--- src/rtl/sega_pad_scanner_if.sv ---
// DB9 pad pins and scanner result bus.
// The scanner side uses master; pads and the consumer use slave.
interface sega_pad_scanner_if #(
    parameter int NUM_PORTS = 2
);

    logic [NUM_PORTS-1:0]    joy_up_i;
    logic [NUM_PORTS-1:0]    joy_down_i;
    logic [NUM_PORTS-1:0]    joy_left_i;
    logic [NUM_PORTS-1:0]    joy_right_i;
    logic [NUM_PORTS-1:0]    joy_p6_i;
    logic [NUM_PORTS-1:0]    joy_p9_i;
    logic                    joy_sel_o;
    logic [12*NUM_PORTS-1:0] joy_o;
    logic [NUM_PORTS-1:0]    six_btn_o;
    logic [NUM_PORTS-1:0]    md_pad_o;
    logic                    scan_done_o;

    modport master (
        input  joy_up_i,
        input  joy_down_i,
        input  joy_left_i,
        input  joy_right_i,
        input  joy_p6_i,
        input  joy_p9_i,
        output joy_sel_o,
        output joy_o,
        output six_btn_o,
        output md_pad_o,
        output scan_done_o
    );

    modport slave (
        output joy_up_i,
        output joy_down_i,
        output joy_left_i,
        output joy_right_i,
        output joy_p6_i,
        output joy_p9_i,
        input  joy_sel_o,
        input  joy_o,
        input  six_btn_o,
        input  md_pad_o,
        input  scan_done_o
    );

endinterface

--- src/rtl/sega_pad_scanner.sv ---
// Sega DB9 pad scanner: walks the shared select line through an 8-phase
// handshake and publishes coherent per-port active-low words once per frame.
module sega_pad_scanner #(
    parameter int NUM_PORTS    = 2,
    parameter int TICK_DIV     = 480,
    parameter int FRAME_PHASES = 256
) (
    input  logic               clk_i,
    input  logic               res_n_i,
    sega_pad_scanner_if.master bus
);

    localparam int TW = $clog2(TICK_DIV);
    localparam int PW = $clog2(FRAME_PHASES);
    localparam int NB = 6 * NUM_PORTS;
    localparam int WW = 12 * NUM_PORTS;
    localparam logic [TW-1:0] TICK_LAST = TW'(TICK_DIV - 1);

    logic [NB-1:0]        sync1_q, sync1_d;
    logic [NB-1:0]        sync2_q, sync2_d;
    logic [NUM_PORTS-1:0] up_s, dn_s, lf_s, rt_s, p6_s, p9_s;
    logic [TW-1:0]        cnt_q, cnt_d;
    logic [PW-1:0]        ph_q, ph_d;
    logic                 tick;
    logic                 sel_q, sel_d;
    logic [WW-1:0]        sh_q, sh_d;
    logic [NUM_PORTS-1:0] md_sh_q, md_sh_d;
    logic [NUM_PORTS-1:0] six_sh_q, six_sh_d;
    logic                 commit_q, commit_d;
    logic [WW-1:0]        joy_q, joy_d;
    logic [NUM_PORTS-1:0] md_q, md_d;
    logic [NUM_PORTS-1:0] six_q, six_d;
    logic                 done_q, done_d;

    assign {p9_s, p6_s, rt_s, lf_s, dn_s, up_s} = sync2_q;
    assign tick = (cnt_q == TICK_LAST);

    always_comb begin
        sync1_d = {bus.joy_p9_i, bus.joy_p6_i,
                   bus.joy_right_i, bus.joy_left_i,
                   bus.joy_down_i, bus.joy_up_i};
        sync2_d = sync1_q;
    end

    // Odd phases and the idle tail leave select high.
    always_comb begin
        cnt_d    = tick ? '0 : cnt_q + TW'(1);
        ph_d     = tick ? ph_q + PW'(1) : ph_q;
        sel_d    = sel_q;
        sh_d     = sh_q;
        md_sh_d  = md_sh_q;
        six_sh_d = six_sh_q;
        commit_d = 1'b0;
        if (tick) begin
            sel_d = 1'b1;
            case (ph_q)
                PW'(0): sel_d = 1'b0;
                PW'(2): begin
                    for (int p = 0; p < NUM_PORTS; p++) begin
                        sh_d[12*p +: 6] = {p9_s[p], p6_s[p],
                                           rt_s[p], lf_s[p],
                                           dn_s[p], up_s[p]};
                        six_sh_d[p] = 1'b0;
                    end
                    sel_d = 1'b0;
                end
                PW'(3): begin
                    for (int p = 0; p < NUM_PORTS; p++) begin
                        if (!rt_s[p] && !lf_s[p]) begin
                            sh_d[12*p+6 +: 2] = {p9_s[p], p6_s[p]};
                            md_sh_d[p] = 1'b1;
                        end else begin
                            sh_d[12*p+4 +: 4] = {2'b11, p9_s[p], p6_s[p]};
                            md_sh_d[p] = 1'b0;
                        end
                    end
                end
                PW'(4): sel_d = 1'b0;
                PW'(5): begin
                    for (int p = 0; p < NUM_PORTS; p++) begin
                        if ({rt_s[p], lf_s[p], dn_s[p], up_s[p]} == 4'h0
                            && md_sh_q[p]) begin
                            six_sh_d[p] = 1'b1;
                        end
                    end
                end
                PW'(6): begin
                    // 3-button pads get MXYZ forced idle so nothing stale leaks
                    for (int p = 0; p < NUM_PORTS; p++) begin
                        sh_d[12*p+8 +: 4] = six_sh_q[p]
                            ? {rt_s[p], lf_s[p], dn_s[p], up_s[p]}
                            : 4'hF;
                    end
                    sel_d = 1'b0;
                end
                PW'(7): commit_d = 1'b1;
                default: ;
            endcase
        end
    end

    always_comb begin
        joy_d  = joy_q;
        md_d   = md_q;
        six_d  = six_q;
        done_d = 1'b0;
        if (commit_q) begin
            joy_d  = sh_q;
            md_d   = md_sh_q;
            six_d  = six_sh_q;
            done_d = 1'b1;
        end
    end

    always_ff @(posedge clk_i or negedge res_n_i) begin
        if (!res_n_i) begin
            sync1_q  <= '1;
            sync2_q  <= '1;
            cnt_q    <= '0;
            ph_q     <= '0;
            sel_q    <= 1'b1;
            sh_q     <= '1;
            md_sh_q  <= '0;
            six_sh_q <= '0;
            commit_q <= 1'b0;
            joy_q    <= '1;
            md_q     <= '0;
            six_q    <= '0;
            done_q   <= 1'b0;
        end else begin
            sync1_q  <= sync1_d;
            sync2_q  <= sync2_d;
            cnt_q    <= cnt_d;
            ph_q     <= ph_d;
            sel_q    <= sel_d;
            sh_q     <= sh_d;
            md_sh_q  <= md_sh_d;
            six_sh_q <= six_sh_d;
            commit_q <= commit_d;
            joy_q    <= joy_d;
            md_q     <= md_d;
            six_q    <= six_d;
            done_q   <= done_d;
        end
    end

    assign bus.joy_sel_o   = sel_q;
    assign bus.joy_o       = joy_q;
    assign bus.md_pad_o    = md_q;
    assign bus.six_btn_o   = six_q;
    assign bus.scan_done_o = done_q;

endmodule

--- src/flat_wrapper.sv ---
// flat-port wrapper written by rule: the top's interface ports become plain ports
module sega_pad_scanner_flat 
#(
    parameter int NUM_PORTS    = 2,
    parameter int TICK_DIV     = 480,
    parameter int FRAME_PHASES = 256
)
  (clk_i, res_n_i, bus_joy_up_i, bus_joy_down_i, bus_joy_left_i, bus_joy_right_i, bus_joy_p6_i, bus_joy_p9_i, bus_joy_sel_o, bus_joy_o, bus_six_btn_o, bus_md_pad_o, bus_scan_done_o);
  sega_pad_scanner_if #(.NUM_PORTS(NUM_PORTS)) bus_i ();
  input  logic clk_i;
  input  logic res_n_i;
  input wire logic [$bits(bus_i.joy_up_i)-1:0] bus_joy_up_i;
  input wire logic [$bits(bus_i.joy_down_i)-1:0] bus_joy_down_i;
  input wire logic [$bits(bus_i.joy_left_i)-1:0] bus_joy_left_i;
  input wire logic [$bits(bus_i.joy_right_i)-1:0] bus_joy_right_i;
  input wire logic [$bits(bus_i.joy_p6_i)-1:0] bus_joy_p6_i;
  input wire logic [$bits(bus_i.joy_p9_i)-1:0] bus_joy_p9_i;
  output wire logic [$bits(bus_i.joy_sel_o)-1:0] bus_joy_sel_o;
  output wire logic [$bits(bus_i.joy_o)-1:0] bus_joy_o;
  output wire logic [$bits(bus_i.six_btn_o)-1:0] bus_six_btn_o;
  output wire logic [$bits(bus_i.md_pad_o)-1:0] bus_md_pad_o;
  output wire logic [$bits(bus_i.scan_done_o)-1:0] bus_scan_done_o;
  assign bus_i.joy_up_i = bus_joy_up_i;
  assign bus_i.joy_down_i = bus_joy_down_i;
  assign bus_i.joy_left_i = bus_joy_left_i;
  assign bus_i.joy_right_i = bus_joy_right_i;
  assign bus_i.joy_p6_i = bus_joy_p6_i;
  assign bus_i.joy_p9_i = bus_joy_p9_i;
  assign bus_joy_sel_o = bus_i.joy_sel_o;
  assign bus_joy_o = bus_i.joy_o;
  assign bus_six_btn_o = bus_i.six_btn_o;
  assign bus_md_pad_o = bus_i.md_pad_o;
  assign bus_scan_done_o = bus_i.scan_done_o;
  sega_pad_scanner #(.NUM_PORTS(NUM_PORTS), .TICK_DIV(TICK_DIV), .FRAME_PHASES(FRAME_PHASES)) u_core (.clk_i(clk_i), .res_n_i(res_n_i), .bus(bus_i));
endmodule
--- config.mk ---
export PLATFORM = sky130hd
export DESIGN_NAME = sega_pad_scanner_flat
export DESIGN_NICKNAME = d
export VERILOG_FILES = /design/src/rtl/sega_pad_scanner_if.sv /design/src/rtl/sega_pad_scanner.sv /design/src/flat_wrapper.sv
export SDC_FILE = /design/constraint.sdc
export NUM_CORES = 1
export LEC_CHECK = 0
export BUFFER_PORTS_ARGS = -buffer_cell sky130_fd_sc_hd__buf_2
export CORE_MARGIN = 2
export CORE_UTILIZATION = 25
export CTS_BUF_LIST = sky130_fd_sc_hd__clkbuf_8
export CTS_CLUSTER_SIZE = 40
export DETAILED_ROUTE_END_ITERATION = 12
export GPL_ROUTABILITY_DRIVEN = 0
export PLACE_DENSITY = 0.47
export SYNTH_ARGS = -nofsm -noshare
export SYNTH_HDL_FRONTEND = slang
export SYNTH_SLANG_ARGS = --single-unit
--- constraint.sdc ---
create_clock -name clk_i -period 3.56 [get_ports clk_i]
set_input_delay 0.178 -clock clk_i [delete_from_list [all_inputs] [get_ports clk_i]]
set_output_delay 0.178 -clock clk_i [all_outputs]
set_load 0.01 [all_outputs]
==> Yosys cells after proc, flatten, opt, wreduce, memory -nomap -nowiden <==
Index checks and enable logic that the tools add are counted.
W data, S select, Z words.
{ "word_totals": {"romBits": 0, "memories": 0, "elab_cells": 70, "ram_bits": 0, "ff_bits": 100, "output_inout_bits": 30, "latch_bits": 0, "in_bits": 14} }
{ "op_classes": {"n_mux": 18, "n_eq_ne": 11, "n_mul": 0, "n_addsub": 2, "n_shift": 0, "bitwise_logic": 0, "div_mod_pow": 0, "order_cmp": 0, "reduce_logical": 21} }
{ "op_table": {"columns": ["cell", "count"], "rows": [
  ["$eq A8 B3 Y1 const B", 4],
  ["$eq A8 B2 Y1 const B", 2],
  ["$pmux W2 S2", 3],
  ["$reduce_and A3 Y1", 4],
  ["$add A9 B1 Y9 const B", 1],
  ["$eq A9 B9 Y1 const B", 1],
  ["$mux W9", 1],
  ["$add A8 B1 Y8 const B", 1],
  ["$logic_not A4 Y1", 2],
  ["$logic_not A8 Y1", 1],
  ["$mux W1", 8],
  ["$mux W2", 4],
  ["$mux W4", 2],
  ["$reduce_and A2 Y1", 3],
  ["$logic_and A1 B1 Y1", 4],
  ["$logic_not A1 Y1", 4],
  ["$ne A2 B1 Y1 const B", 2],
  ["$ne A2 B2 Y1 const B", 2],
  ["$reduce_bool A2 Y1", 2],
  ["$reduce_or A4 Y1", 1]
]} }

==> Depth between registers and ports, before layout <==
Gate-level depths: netlist (run 1).
{ "depth": {"depth_word": 4, "ltp_mapped": 6, "mapped_depth_nobuf": 6} }

==> Worst setup path after synthesis (run 1) <==
OpenSTA, ideal clock, no wires.
{ "synth_timing": {"path_type": "flip-flop to flip-flop", "from": "register u_core.cnt_q[0]", "to": "register u_core.sh_q[16]", "path_slack_ns": 1.588, "path_stages_with_launch": 6, "arrival_time_ns": 1.887, "path_buffers": 0, "period_less_slack_ns": 1.972, "setup_ns": 0.085, "required_time_ns": 3.475, "cell_sequence": "dfrtp_1 ha_1 nand4_4 or3_4 a2111oi_2 mux2_1"} }
{ "synth_between": {"elab_chain_cells": 2} }
{ "synth_lines": {"columns": ["element", "line", "rtl"], "rows": [
  ["start, declared", "sega_pad_scanner.sv:22", "logic [TW-1:0] cnt_q, cnt_d;"],
  ["start signal, assigned", "sega_pad_scanner.sv:133", "cnt_q <= cnt_d;"],
  ["$eq A9 B9 Y1", "sega_pad_scanner.sv:36", "assign tick = (cnt_q == TICK_LAST);"],
  ["$reduce_and A3 Y1 (no source line)", null, null],
  ["end signal, assigned", "sega_pad_scanner.sv:122", "sh_q <= '1;"],
  ["end signal, assigned", "sega_pad_scanner.sv:136", "sh_q <= sh_d;"],
  ["end, declared", "sega_pad_scanner.sv:26", "logic [WW-1:0] sh_q, sh_d;"]
]} }
Every way passes these cells.
A chain may end at the register's enable or synchronous reset.

==> Worst setup path in the final report (run 1) <==
{ "layout_timing": {"from": "register u_core.ph_q[5]", "to": "register u_core.sh_q[21]"} }
{ "layout_between": {"elab_chain_cells": 2} }
{ "layout_lines": {"columns": ["element", "line", "rtl"], "rows": [
  ["start, declared", "sega_pad_scanner.sv:23", "logic [PW-1:0] ph_q, ph_d;"],
  ["start signal, assigned", "sega_pad_scanner.sv:134", "ph_q <= ph_d;"],
  ["$eq A8 B3 Y1", "sega_pad_scanner.sv:56", "case (ph_q)"],
  ["$reduce_and A2 Y1 (no source line)", null, null]
]} }
Every way passes these cells.

==> metrics.md, run 1 <==
| Metric | Value |
|---|---|
| Setup-failing EPs final | 0 |
| Vias/cell | 4.19 |
| First-pass GRT wire length | ~12000 um |
| H-Tree Depth | 3 |
| Worst Reg-to-Reg Cells | 4 |
| Ys async rst share | 100% |
| Most frequent cells in the layout | dfstp_2, mux2_2, buf_2 |
| Setup_tns | 0 ps |
| Clk sinks | 100 |
| Max Cap Violations | 0 |
| Crit. End Element | flip-flop |
| DRC Markers | 0 |
| Hold EP | u_core.sync2_q[2] |
| Antenna violations before repair | 0 |
| Largest net degree at the start of global routing | 54 |
| CORE AREA | roughly 15000 sq um |
| Largest area contributor in the netlist | dfstp_2 |
| Placed instance area | roughly 4300 sq um |
| P_leak | 2.03 nW |
| CTS tree | yes |
| DRT antenna net count | 0 |
| Max-slew violations | 0 |
| GRT Util Overall | under 10% |
| Wire per inst | 14.2 um |
| Final Cycle Share | 60.9% |
| Post-synth EDFFs | 0 |
| Sequential-to-total area share from yosys stat | roughly two thirds |
| Syn Nets | 270 |
| Die width | ~130 um |
| Power Total | approximately 0.0020 W |
| Worst-Skew Late Latency | between 300 and 400 ps |
| Routed WL | 7230 um |
| Crit path kind | reg2reg |
| Cell area power density | about 420 nW/um^2 |
| Worst R2R Start | u_core.ph_q[5] |
| Mapped Avg Cell Area | roughly 15 sq um |
| RSZ-0062 raised after global routing | no |
| Design Area, Final | 4680 sq um |
| Reg2reg setup slack | 1390 ps |
| Area growth, synth to finish | 20.3% |
| Nets@finish | between 300 and 400 |
| Clk_skew | 12.4 ps |
| Top post-synthesis cells by area | dfstp_2, dfrtp_1, mux2_2, xnor2_1, ha_1 |
| Most common cell after layout, fill and taps aside | dfstp_2 |
| Area fraction of the dominant cell type after synthesis | between 40% and 50% |
| Min-delay src | u_core.sync1_q[2] |
| Die Ht | 129 um |
| CP Max Fanout | 8 |
| Multi-input logic area | approximately 1300 sq um |
| Filler cell count | roughly 1500 |
| Port Buf Inserts | 43 |
| Cells after synthesis | 251 |
| IO Pins | 44 |
| Via count | ~2100 |
| Vias in the first global route | approximately 2200 |
| Status | completed |
| Peak VDD IR | 0.128 mV |
| DRT iter0 DRCs | 121 |
| Top FF cell, synth | dfstp_2 |
| Ys Warns | 0 |
| Clock Tree Buf Depth | 2 |
| Initial Util | 25.6% |
| Post-CTS sizing | 0 |
| Least-Margin Pin Slew | 704 ps |
| Post-Place Cells | ~480 |
| Die ar. | 16600 sq um |
| GRT Residual Overflow | 0 |
| Final HPWL from detailed placement | 4880 um |
| Root buf cell | clkbuf_8 |
| Antenna cell count | 0 |
| Drt first pass iters | 4 |
| Worst R2R End | u_core.sh_q[21] |
| Worst Hold Class | reg2reg |
| Critical Path Source Type | flip-flop |
| Layout cells sized above 1 | between 60% and 70% |
| Library cells used by synthesis | 38 |
| Clk slew on worst S/H paths | 90 ps |
| WP data required | 3860 ps |
| Hold Vio Cnt, Final | 0 |
| Row cnt | 45 |
| Place WS | 1380 ps |
| Post-Layout Cell Count | between 500 and 600 |
| Storage cell area | ~2600 sq um |
| Worst slew margin | 53.1% |
| WHS Path Cells | 0 |
| Synthesized area | 3890 sq um |
| Post-CTS Setup Inserts | 0 |
| Setup ws final | ~1400 ps |
| Highest clock rate | between 400 and 500 MHz |
| Critical Path AT | 2470 ps |
| Min cycle time layout | 2170 ps |
| Register bit total from synthesis | 100 |
| Inserted Clock Buffers | 9 |
area by class of cell:
| class | instances | area share (%) |
|---|---|---|
| flip-flops and latches | 100 | 55.5 |
| inverters | 3 | 0.241 |
| well taps | 188 | 5.03 |
| clock buffers | 11 | 3.24 |
| clock inverters | 5 | 1.15 |
| repair buffers | 60 | 8.08 |
| multi-input cells | 141 | 26.8 |
repair_timing:
item | CTS | global route
hold endpoints to repair | 25 | 0
hold buffers | 13 | 0
setup endpoints to repair | 0 | 0
power by group:
part           total [W]  switching (W)  internal (W)
logic          0.0000460      0.0000275     0.0000185
clock network   0.000741       0.000381      0.000360
registers        0.00117     0.00000905       0.00116
total            0.00196       0.000418       0.00154
worst max-delay path, stage by stage, from the launching register on:
cell and delay [ps]:
dfrtp_1 420, or4_4 570, nor4_4 260, and3_1 460, mux2_2 390
metrics by stage:
stage	utilization [%]	hold WS (ps)
6_report	30.8	359
5_1_grt	30.8	361
4_1_cts	30.8	360
3_5_place_dp	28.6	284
3_3_place_gp	28.6	278
2_1_floorplan	-	-118
worst max-delay path by stage:
stage                               start               to  slack (ps)  depth (start not counted)
final                      u_core.ph_q[5]  u_core.sh_q[21]        1390                          4
after global routing      u_core.cnt_q[0]  u_core.sh_q[10]        1270                          5
after CTS                  u_core.ph_q[5]  u_core.sh_q[23]        1370                          4
after detailed placement   u_core.ph_q[5]  u_core.sh_q[10]        1380                          4
after global placement     u_core.ph_q[5]  u_core.sh_q[11]        1410                          4
after floorplan           u_core.cnt_q[0]  u_core.sh_q[16]        1590                          5
logic make-up after synthesis:
| kind of cell | Yosys count | share of synthesized area (%) |
|---|---|---|
| adder cells (fa/ha/maj) | 5 | 1.61 |
| AND/OR/NAND/NOR | 60 | 10.1 |
| flip-flops | 100 | 66.7 |
| XOR/XNOR | 13 | 2.93 |
| multiplexers | 54 | 15.6 |
| buffers and inverters | 10 | 1.06 |
| AO/OA/AOI/OAI | 9 | 1.93 |
sequential cells by signal (all words and copies together) (netlist names), 2 cells and up:
| register | count |
|---|---|
| u_core.bus.six_btn_o | 2 |
| u_core.bus.joy_o | 24 |
| u_core.sync1_q | 12 |
| u_core.sh_q | 24 |
| u_core.bus.md_pad_o | 2 |
| u_core.md_sh_q | 2 |
| u_core.cnt_q | 9 |
| u_core.six_sh_q | 2 |
| u_core.ph_q | 8 |
| u_core.sync2_q | 12 |
metal layers:
metal,part of all wire [%],vias up,wire [um],GRT usage (%)
met3,3.1,11,227,2.33
met2,48,29,3440,15.0
li1,-,1005,-,-
met1,47,1083,3380,11.9
met4,2.5,0,178,5.18
met5,0,-,0,0
synthesized netlist by cell type, types with 2 or more instances:
master      n
mux2_2     50
xor2_1      3
nand3_1     3
mux2_1      4
nor2_1     11
nand2b_1    9
nor3_1      4
and4_1      2
a31oi_1     2
nand4_1     5
o21ai_0     2
a2111oi_2   2
dfrtp_1    27
nand2_1     7
inv_1       3
dfstp_2    73
ha_1        5
clkbuf_1    5
or4_1       2
and3_1      2
xnor2_1    10
or3_1       4
No activity file was read; power rests on OpenSTA's default activity.
==> run 2: changes to the inputs <==
clock period = 2.24 ns   (was 3.56 ns; I/O delays follow)
==> run 2 against run 1 <==
Global-route usage decreased by 0.063 points. Clock skew decreased by 4.1 ps. Sequential share of layout area decreased by 0.31 points. Register-to-register slack got worse by 1300 ps. Critical path type unchanged. Hold slack got worse by 42 ps. Count of clock-buffer cells in the layout decreased by 1. Largest power group unchanged. Non-clock buffer count increased by 4. Sequential power increased by 59%. Cell area increased by 0.56%. Power increased by 52%. Via count about the same. Highest routed layer unchanged. First-iteration DRC count decreased by 21%.
==> metrics.md, run 2 (synthesis gave the netlist of run 1 again) <==
| Metric | Value |
|---|---|
| Die width | 129 um |
| WP data required | 2540 ps |
| Switching share of total power | 22.3% |
| Initial Util | 25.6% |
| Critical Path Source Type | flip-flop |
| Worst R2R Start | u_core.cnt_q[0] |
| Hold Vio Cnt, Final | 0 |
| Clk_skew | 8.37 ps |
| CP max-delay cell | a2111oi_2 |
| Final HPWL from detailed placement | 4800 um |
| Min cycle time layout | about 2100 ps |
| Critical Path AT | 2420 ps |
| Post-Layout Cell Count | 512 |
| Worst Hold Class | in2async |
| DRT iter0 DRCs | 96 |
| Placed instance area | 4380 sq um |
| Row cnt | 45 |
| Area growth, synth to finish | 20.9% |
| Drt first pass iters | 4 |
| Wire per inst | 13.9 um |
| Most common cell after layout, fill and taps aside | dfstp_2 |
| GRT Residual Overflow | 0 |
| NetSw | 0.000662 W |
| Filler cell count | 1526 |
| First-pass GRT wire length | ~12000 um |
| Largest net degree at the start of global routing | 101 |
| Reg power frac | between 60% and 70% |
| Post-Place Cells | 483 |
| Clock power share | 34.9% |
| Crit. End Element | flip-flop |
| Crit-path max cell delay | 460 ps |
| Internal Power | 0.00231 W |
| Status | completed |
| GRT Util Overall | around a tenth |
| Least-Margin Pin Slew | 555 ps |
| IO Pins | 44 |
| Inserted Clock Buffers | 9 |
| Crit path cell chain | ha_1 -> nand4_4 -> or3_4 -> a2111oi_2 -> mux2_1 |
| Critical Path Source | u_core.cnt_q[0] |
| Vias/cell | 4.15 |
| Cell area power density | 633 nW/um^2 |
| Setup_tns | 0 ps |
| Root buf cell | clkbuf_8 |
| Vias in the first global route | 2269 |
| Highest clock rate | 471 MHz |
| Clock Tree Buf Depth | 2 |
| RSZ-0062 raised after global routing | no |
| Nets@finish | 338 |
| CTS tree | yes |
| CP Max Fanout | 4 |
| Antenna cell count | 0 |
| Antenna violations before repair | 0 |
| Clk sinks | 100 |
| Max Cap Violations | 0 |
| Most frequent cells in the layout | dfstp_2, mux2_2, buf_2 |
| Routed WL | 7100 um |
| Crit path kind | reg2reg |
| Setup-failing EPs final | 0 |
| DRT antenna net count | 0 |
| Clk slew on worst S/H paths | around 90 ps |
| Die ar. | roughly 17000 sq um |
| Logic gate share of total power | 2.5% |
| P_leak | 2.04 nW |
| Layout cells sized above 1 | 61.4% |
| H-Tree Depth | 3 |
| Worst-Skew Late Latency | 360 ps |
| Port Buf Inserts | 43 |
| Max-slew violations | 0 |
| DRC Markers | 0 |
| Die Ht | 129 um |
| Worst slew margin | a little over three fifths |
| CORE AREA | 15200 sq um |
| Design Area, Final | 4700 sq um |
| Via count | approximately 2100 |
| Peak VDD IR | 0.227 mV |
| Final Cycle Share | between 90% and 100% |
-- run 2: per-layer routing --
layer	share of wire, %	global-route usage [%]
met1	47	12.0
met2	48	14.6
met3	2.9	2.37
met4	2.1	5.18
met5	0	0
-- run 2: repair_timing --
item                                    CTS  global route
hold buffers                             13             0
endpoints found under the setup margin    0             2
endpoints found under the hold margin    39             0
buffers inserted                          0             0
resized for setup                         0             1
-- run 2: path summary, 6_finish.rpt --
check	to	cells past startpoint	slack, ps
max	u_core.sh_q[17]	5	120
min	u_core.cnt_q[1]	3	320
max reg2reg	u_core.sh_q[17]	5	120
min reg2reg	u_core.sync2_q[4]	0	360
max in group asynchronous	u_core.bus.joy_o[1]	3	1470
min in group clk_i	u_core.sync2_q[4]	0	360
-- run 2: worst max-delay path, delay by kind of cell (launching register included) --
family | cells | cell delay [ps]
and+or+nand+nor | 2 | 560
DFF | 1 | 390
muxes | 1 | 370
adders and majority gates | 1 | 270
AOI/OAI and AO/OA | 1 | 460
-- run 2: layout make-up --
class                      count  area (sq um)  area share [%]
clock inverter                 6          38.8           0.825
sequential                   100          2590            55.1
clock buffer                  10           138            2.93
multi-input combinational    141          1270            26.9
tap                          188           235            5.00
timing repair buffer          64           420            8.94
inverter                       3          11.3           0.239
-- run 2: power by group through the flow --
stage          registers [W]  clock network, W   logic [W]
3_3_place_gp         0.00189                 0   0.0000590
4_1_cts              0.00186           0.00111   0.0000773
5_1_grt              0.00187           0.00119   0.0000853
6_report             0.00186           0.00104   0.0000733
2_1_floorplan        0.00189                 0  0.00000577
3_5_place_dp         0.00189                 0   0.0000603
-- run 2: through the flow --
stage | utilization, % | setup WS, ps | power, W | hold slack [ps]
after floorplan | - | 268 | 0.00189 | -184
after global placement | 28.8 | 147 | 0.00195 | 212
after detailed placement | 28.8 | 81.7 | 0.00195 | 220
after CTS | 30.9 | 69.6 | 0.00305 | 348
after global routing | 30.9 | 3.03 | 0.00314 | 357
final | 30.9 | 117 | 0.00298 | 317
==> run 3: changes to the inputs <==
clock period = 2.48 ns   (was 2.24 ns; I/O delays follow)
==> run 3 against run 2 <==
Power decreased by 6.0%. Cell area down 0.56%. Count of clock-buffer cells in the layout did not move. Hold slack worse by 7.6 ps. Fmax down 3.6%. Combinational power fell by 9.0%. Register-to-register slack improved by 160 ps. Die area unchanged. Critical path type unchanged.
==> metrics.md, run 3 (synthesis gave the netlist of run 1 again) <==
| Metric | Value |
|---|---|
| Status | completed |
| Peak VDD IR | 0.213 mV |
| Clk slew on worst S/H paths | 90 ps |
| DRT iter0 DRCs | 128 |
| Setup-failing EPs final | 0 |
| CORE AREA | 15200 sq um |
| Vias/cell | approximately 4.2 |
| Inserted Clock Buffers | 9 |
| Cell area power density | 598 nW/um^2 |
| DR top layer | met4 |
| GRT Util Overall | 9.36% |
| Max Cap Violations | 0 |
| Antenna cell count | 0 |
| Reg2reg setup slack | 280 ps |
| Multi-input logic area | ~1300 sq um |
| Post-CTS Setup Inserts | 0 |
| Port Buf Inserts | 43 |
| CTS tree | yes |
| Final HPWL from detailed placement | 4960 um |
| Final Cycle Share | roughly nine tenths |
| Crit. End Element | flip-flop |
| RSZ-0062 raised after global routing | no |
| Largest net degree at the start of global routing | 54 |
| Antenna violations before repair | 0 |
| NetSw | 0.000604 W |
| GRT Residual Overflow | 0 |
| DRT antenna net count | 0 |
| Routed WL | 7230 um |
| Clk sinks | 100 |
| First-pass GRT wire length | ~12000 um |
| Critical Path Source Type | flip-flop |
| Min cycle time layout | about 2200 ps |
| Clk_skew | 6.12 ps |
| Die width | 129 um |
| Filler cell count | approximately 1500 |
| Metal-1 WL | ~3300 um |
| Worst-Skew Late Latency | between 300 and 400 ps |
| Root buf cell | clkbuf_8 |
| Drt first pass iters | 4 |
| Post-Layout Cell Count | 507 |
| Highest clock rate | 454 MHz |
| Switching share of total power | 21.6% |
| Internal Power | 0.00219 W |
| Row cnt | 45 |
| IO Pins | 44 |
| Hold Vio Cnt, Final | 0 |
| Max-slew violations | 0 |
| Vias in the first global route | approximately 2300 |
| Post-Place Cells | 478 |
| Met3 routed WL | 305 um |
| Die ar. | 16600 sq um |
| Die Ht | 129 um |
| Initial Util | 25.6% |
| Post-CTS sizing | 0 |
| Storage cell area | 2590 sq um |
| Reg power frac | 60.2% |
| WP data required | 2770 ps |
| Setup_tns | 0 ps |
| Wire per inst | 14.3 um |
| Most common cell after layout, fill and taps aside | dfstp_2 |
| DRC Markers | 0 |
| Via count | 2141 |
| CP Max Fanout | 7 |
| Crit path kind | reg2reg |
| Worst Hold Class | in2async |
| Least-Margin Pin Slew | between 600 and 700 ps |
| Critical Path AT | between 2000 and 3000 ps |
| Clock Tree Buf Depth | 2 |
| H-Tree Depth | 3 |
| P_leak | between 2 and 2.5 nW |
| Nets@finish | 333 |
| Worst slew margin | 59.5% |
| Routed met2 length | approximately 3500 um |
| Clock power share | 37.4% |
| Layout cells sized above 1 | 60.8% |
| Logic gate share of total power | 2.4% |
| Most frequent cells in the layout | dfstp_2, mux2_2, buf_2 |
| Area growth, synth to finish | 20.3% |
## run 3: changes by cell type in the layout (fill, tap and decap cells not counted)
| cell | delta |
|---|---|
| buf_4 | -5 |
| clkinvlp_4 | -2 |
| a2111oi_2 | +1 |
| a2111oi_4 | -1 |
| bufinv_16 | +1 |
| clkinv_4 | +1 |
## run 3: layer usage
metal	up-vias	track usage [%]
met5	-	0
met1	1098	11.8
met3	8	3.28
li1	1003	-
met4	0	4.16
met2	32	14.5
## run 3: path summary, 6_finish.rpt
path                                   start                     end  depth (start not counted)
max reg2reg                  u_core.cnt_q[0]          u_core.sh_q[5]                          5
max                          u_core.cnt_q[0]          u_core.sh_q[5]                          5
min reg2reg                u_core.sync1_q[3]       u_core.sync2_q[3]                          0
max in group asynchronous            res_n_i     u_core.bus.joy_o[4]                          3
min                                  res_n_i  u_core.bus.md_pad_o[1]                          2
min in group clk_i         u_core.sync1_q[3]       u_core.sync2_q[3]                          0
## run 3: per-stage QoR
stage	hold slack (ps)	setup slack [ps]	instance area, sq um	util, %	power (W)
after global routing	351	143	4680	30.8	0.00294
after CTS	320	230	4680	30.8	0.00286
after floorplan	-172	508	3890	-	0.00171
after global placement	181	350	4350	28.6	0.00176
final	309	278	4680	30.8	0.00280
after detailed placement	191	252	4350	28.6	0.00177
## run 3: worst max-delay path, stage by stage (launching register included)
cell and delay (ps):
dfrtp_1 390, ha_1 270, nand4_4 190, or3_4 460, a2111oi_2 430, mux2_1 370
## run 3: repair_timing
item | CTS | global route
hold buffers | 13 | 0
setup endpoints to repair | 0 | 0
endpoints found under the hold margin | 18 | 0
## run 3: power by group through the flow
stage	clock (W)	combinational, W	sequential (W)
5_1_grt	0.00117	0.0000764	0.00169
2_1_floorplan	0	0.00000521	0.00170
6_report	0.00105	0.0000667	0.00168
3_3_place_gp	0	0.0000531	0.00171
4_1_cts	0.00110	0.0000706	0.00168
3_5_place_dp	0	0.0000547	0.00171
## run 3: cell type report
type                    instances  share of cell area (%)
repair buffers                 59                    8.19
well taps                     188                    5.03
inverters                       3                   0.241
multi-input cells             141                    26.8
clock buffers                  10                    2.94
clock inverters                 6                    1.34
flip-flops and latches        100                    55.5
